$ cat src/rtl/vend_controller.sv
// vend_controller: vending command sequencer with credit, stock, dispense and refund handling
module vend_controller #(
  parameter int CREDIT_W = 8,
  parameter int PRICE0 = 3,
  parameter int PRICE1 = 5,
  parameter int PRICE2 = 7,
  parameter int PRICE3 = 10,
  parameter int STOCK_W = 4,
  parameter int INIT_STOCK = 5
) (
  input  logic                clk,
  input  logic                reset,
  input  logic                start,
  input  logic                mode,
  input  logic [1:0]          item_type,
  input  logic [3:0]          number,
  input  logic                cancel,
  output logic                busy,
  output logic                dispense,
  output logic [1:0]          dispense_type,
  output logic                done,
  output logic [1:0]          err,
  output logic [CREDIT_W-1:0] credit,
  output logic [CREDIT_W-1:0] change,
  output logic                change_valid
);
  localparam int CW = CREDIT_W + 4;
  typedef enum logic [2:0] {IDLE, CHARGE, CHECK, DISPENSE, REFUND, FINISH} state_t;
  state_t state, state_n;
  logic [1:0] type_r, err_r, err_n, chk_err;
  logic [3:0] num_r, cnt, cnt_n;
  logic [CREDIT_W-1:0] credit_n;
  logic [STOCK_W-1:0] stock [4];
  logic [CREDIT_W:0] sum;
  logic [CW-1:0] price_sel, cost;
  assign sum = {1'b0, credit} + (CREDIT_W+1)'(num_r);
  assign price_sel = type_r == 2'd0 ? CW'(PRICE0) : type_r == 2'd1 ? CW'(PRICE1) :
                     type_r == 2'd2 ? CW'(PRICE2) : CW'(PRICE3);
  assign cost = price_sel * CW'(num_r);
  assign chk_err = num_r == 4'd0 ? 2'b11 :
                   32'(stock[type_r]) < 32'(num_r) ? 2'b10 :
                   cost > CW'(credit) ? 2'b01 : 2'b00;
  always_comb begin
    state_n = state;
    credit_n = credit;
    err_n = err_r;
    cnt_n = cnt;
    case (state)
      IDLE: state_n = start ? (mode ? CHARGE : CHECK) : cancel ? REFUND : IDLE;
      CHARGE: begin
        err_n = sum[CREDIT_W] ? 2'b11 : 2'b00;
        credit_n = sum[CREDIT_W] ? credit : sum[CREDIT_W-1:0];
        state_n = FINISH;
      end
      CHECK: begin
        err_n = chk_err;
        credit_n = chk_err == 2'b00 ? credit - cost[CREDIT_W-1:0] : credit;
        cnt_n = num_r;
        state_n = chk_err == 2'b00 ? DISPENSE : FINISH;
      end
      DISPENSE: begin
        cnt_n = cnt - 4'd1;
        state_n = cnt == 4'd1 ? FINISH : DISPENSE;
      end
      REFUND: begin
        err_n = 2'b00;
        credit_n = '0;
        state_n = FINISH;
      end
      default: state_n = IDLE;
    endcase
  end
  always_ff @(posedge clk) begin
    if (reset) begin
      state <= IDLE;
      credit <= '0;
      err_r <= 2'b00;
      cnt <= 4'd0;
      type_r <= 2'd0;
      num_r <= 4'd0;
      for (int i = 0; i < 4; i++) stock[i] <= STOCK_W'(INIT_STOCK);
    end else begin
      state <= state_n;
      credit <= credit_n;
      err_r <= err_n;
      cnt <= cnt_n;
      if (state == IDLE && start) begin
        type_r <= item_type;
        num_r <= number;
      end
      if (state == DISPENSE) stock[type_r] <= stock[type_r] - STOCK_W'(1);
    end
  end
  assign busy = state != IDLE;
  assign dispense = state == DISPENSE;
  assign dispense_type = type_r;
  assign done = state == FINISH;
  assign err = done ? err_r : 2'b00;
  assign change_valid = state == REFUND;
  assign change = change_valid ? credit : '0;
endmodule

$ cat config.mk
export PLATFORM = sky130hd
export DESIGN_NAME = vend_controller
export DESIGN_NICKNAME = d
export VERILOG_FILES = /design/src/rtl/vend_controller.sv
export SDC_FILE = /design/constraint.sdc
export NUM_CORES = 1
export LEC_CHECK = 0
export BUFFER_PORTS_ARGS = -buffer_cell sky130_fd_sc_hd__buf_2
export CAP_MARGIN = 10
export CORE_UTILIZATION = 55
export CTS_CLUSTER_SIZE = 12
export DETAILED_ROUTE_END_ITERATION = 10
export PLACE_DENSITY = 0.72
export SLEW_MARGIN = 20
export SYNTH_ARGS = -nofsm -noshare
export SYNTH_HDL_FRONTEND = slang
export SYNTH_SLANG_ARGS = --single-unit
export TNS_END_PERCENT = 1
$ cat constraint.sdc
create_clock -name clk -period 9.8 [get_ports clk]
set_input_delay 0 -clock clk [delete_from_list [all_inputs] [get_ports clk]]
set_output_delay 0 -clock clk [all_outputs]
set_load 0.05 [all_outputs]
==> results by group <==
Status
  – Outcome: complete, no violations

Global route
  – Total GRT Usage: 0.2620
  – First-pass GRT wire length: ~12000 um
  – Total grt overflow: 0
  – Initial antenna violation count: 0
  – Largest net degree at the start of global routing: 22
  – Number of global-route vias before repair: 2554

Setup path
  – Critical Path Start Type: register
  – Reg2Reg Setup Slack: 4.63 ns
  – WP buf/inv: 2
  – CP Class: reg2reg
  – CP top delay family: compound AO/OA/AOI/OAI gates
  – Most common cell on crit path: ha_1
  – Worst reg2reg endpoint: credit[1]
  – CP Data Arrival Time: 5.35 ns
  – CP endpoint kind: register
  – CP cell instances: inv_1, ha_1, nand2b_1, fa_1, inv_1, fa_1, ha_1, a21o_1, a21oi_1, o21bai_1, a21oi_1, xor2_1, ha_1, nand2_1, o21ai_0, o21ai_0, o31ai_4, o221ai_1, o211a_1
  – Reg2Reg Depth: 19
  – R2r startpoint: dispense_type[1]
  – Max stage delay on crit path: approximately 0.67 ns
  – CP max stage cell: o31ai_4
  – Worst endpoint required time: ~10 ns
  – Crit path max fanout: 16

Detailed routing
  – Drt first pass iters: 5
  – Drt total wl: ~7300 um
  – Met2 routed WL: about 3300 um
  – Met3 wire length: around 330 um
  – Met1 wire length: approximately 3600 um
  – Iter 0 DRT Violations: 122
  – Residual DRC: 0
  – Vias/cell: approximately 5.7
  – DR WL/cell: between 15 and 20 um
  – Post-route ant nets: 0
  – Vias: between 2000 and 3000
  – Top layer in use: met4

Floorplan
  – Die height: a little under 80 um
  – Core ar.: roughly 0.0055 sq mm
  – Initial core utilization: 0.5674
  – Die ar.: between 0.005 and 0.006 sq mm
  – Row count: 27
  – I/O pin total: 35
  – Die width: roughly 77 um

Timing
  – Peak Freq: slightly below 0.2 GHz
  – RSZ-0062 raised after global routing: false
  – Slew Limit Fails: 0
  – Setup WS post-layout: 4.634 ns
  – Final hold vios: 0
  – Final setup vio count: 0
  – Fin Setup TNS: 0 ns
  – Relative slew slack: 0.5010
  – Final min period: 5.166 ns
  – Least-Margin Pin Slew: ~0.75 ns
  – Final period utilization: 0.5271
  – Clk_skew: around 0.014 ns

Clock network
  – Post-CTS Setup Repair Bufs: 0
  – Clock Root Buffer: clkbuf_8
  – Clock buffer depth: 2
  – Total CTS buffers: 5
  – CTS tree: done
  – Clk_lat worst skew: approximately 0.3 ns
  – Htree depth: 2
  – Worst-path clk slew: around 0.080 ns
  – Clock sink total: between 40 and 50

Final layout
  – Area of the multi-input gates: 0.001967 sq mm
  – Final-layout fill cell count: 491
  – Share of layout cells above drive strength 1: 0.1298
  – Nets@finish: about 440
  – Antenna cells: 0
  – Register Area: about 980 sq um
  – Area Overhead vs Synth: 11.13%
  – Post-layout util: 0.6305

Synthesis
  – Post-Syn Instances: approximately 360
  – Top-count cell post-synth: nor2_1
  – Post-synth top area share: 0.1602
  – Async SR Flop Fraction: 0
  – Commonest cells in the netlist: 58 x nor2_1, 33 x ha_1, 30 x inv_1
  – Register area share after synthesis: 0.3140
  – Number of synthesis warnings: 0
  – Synth Flop Type: dfxtp_1
  – Post-synth EDFFs: 16
  – Largest area contributor in the netlist: dfxtp_1
  – Post-synthesis register bit count: approximately 40
  – Ranking of synthesized cells by area: dfxtp_1 16%, edfxtp_1 15%, ha_1 13%
  – Syn nets: between 400 and 500
  – Cell Area, Synth: 0.003124 sq mm
  – Synth unique cells: 53
  – Avg Cell Area, Syn: a little under 9 sq um

Min path
  – Hold_sp: item_type[0]
  – Hold Crit Depth: 3
  – Path category of the worst min-delay check: in2reg

Job
  – Max-Cap Viols: 0

Placement
  – GP Congestion: 0.8834
  – Dpl ws: 4.718 ns
  – DP HPWL: roughly 5500 um
  – Buffers added on ports: 34

Pwr
  – Pwr/cell area: roughly 190 mW/mm^2
  – VDD IR-drop max: 0.1020 mV
  – P_leak: roughly 1.5 nW
## repair_timing
action | in CTS | in global routing
hold endpoints to repair | 7 | 0
hold buffers | 7 | 0
resized for setup | 0 | 0
## cells by family after synthesis
family,after synthesis,share of synthesized area
compound gates,85,0.1926
simple gates,132,0.1930
fa+ha+maj,39,0.1706
buf+inv,42,0.05647
xor+xnor,11,0.03084
flops,41,0.3140
mux,7,0.04245
## registers in the layout (all words and copies together) (netlist names), named ones only
| signal | cells |
|---|---|
| cnt | 4 |
| credit | 8 |
| dispense_type | 2 |
| err_r | 2 |
| num_r | 4 |
| state | 3 |
| stock | 16 |
## layout make-up
class	instances	share of cell area
clock buffer	6	0.02090
clock inverter	1	0.002523
inverter	30	0.03243
multi-input combinational	274	0.5665
sequential	41	0.2825
tap	72	0.02595
timing repair buffer	41	0.06919
## per-layer routing
layer  vias up  global-route usage
met5         -                   0
met4         0             0.07925
met3         5             0.03882
met2        53              0.4009
met1      1234              0.3809
li1       1339                   -
## cell usage in the layout, fill, tap and decap left out, types with 3 or more instances in the layout
cell type       n
a211oi_1        5
nor2b_1         5
or3_1           3
nand2_1        28
dfxtp_1        25
nor2_1         58
mux4_1          3
fa_1            6
clkbuf_8        5
o211a_1         3
o31a_1          3
buf_2          34
inv_1          30
o21ai_0        19
xnor2_1         6
o211ai_1        4
a21oi_1        19
ha_1           33
nor3_1          8
nor3b_1         3
xor2_1          5
nand3_1         4
edfxtp_1       16
and2_1         11
dlygate4sd3_1   7
nand2b_1        5
a21o_1          5
o21a_1          5
## worst max-delay path by stage
stage / endpoint / start / depth (start not counted) / slack, ns
global placement: credit[2] / dispense_type[0] / 18 / 4.89
floorplan: credit[1] / dispense_type[1] / 19 / 4.88
detailed placement: credit[1] / dispense_type[1] / 19 / 4.72
global route: credit[2] / dispense_type[1] / 19 / 4.27
CTS: credit[1] / dispense_type[1] / 19 / 4.67
finish: credit[1] / dispense_type[1] / 19 / 4.63
## per-stage QoR
step	cell area, sq um	hold WS [ns]	instances	power, mW
2_1_floorplan	3124	0.1387	357	0.4659
3_3_place_gp	3321	0.2352	451	0.5293
3_5_place_dp	3321	0.2322	451	0.5326
4_1_cts	3472	0.01554	465	0.6451
5_1_grt	3472	0.04399	465	0.6868
6_report	3472	0.01823	465	0.6447
## worst min-delay path: stages
cell     delay (ns)
buf_2          0.09
mux2i_1        0.06
nor2_1         0.12
## power breakdown
group	internal, mW	switching [mW]
clock	0.0494	0.0603
sequential	0.194	0.0301
combinational	0.112	0.199
total	0.356	0.289
Power figures use the tool's default switching activity.
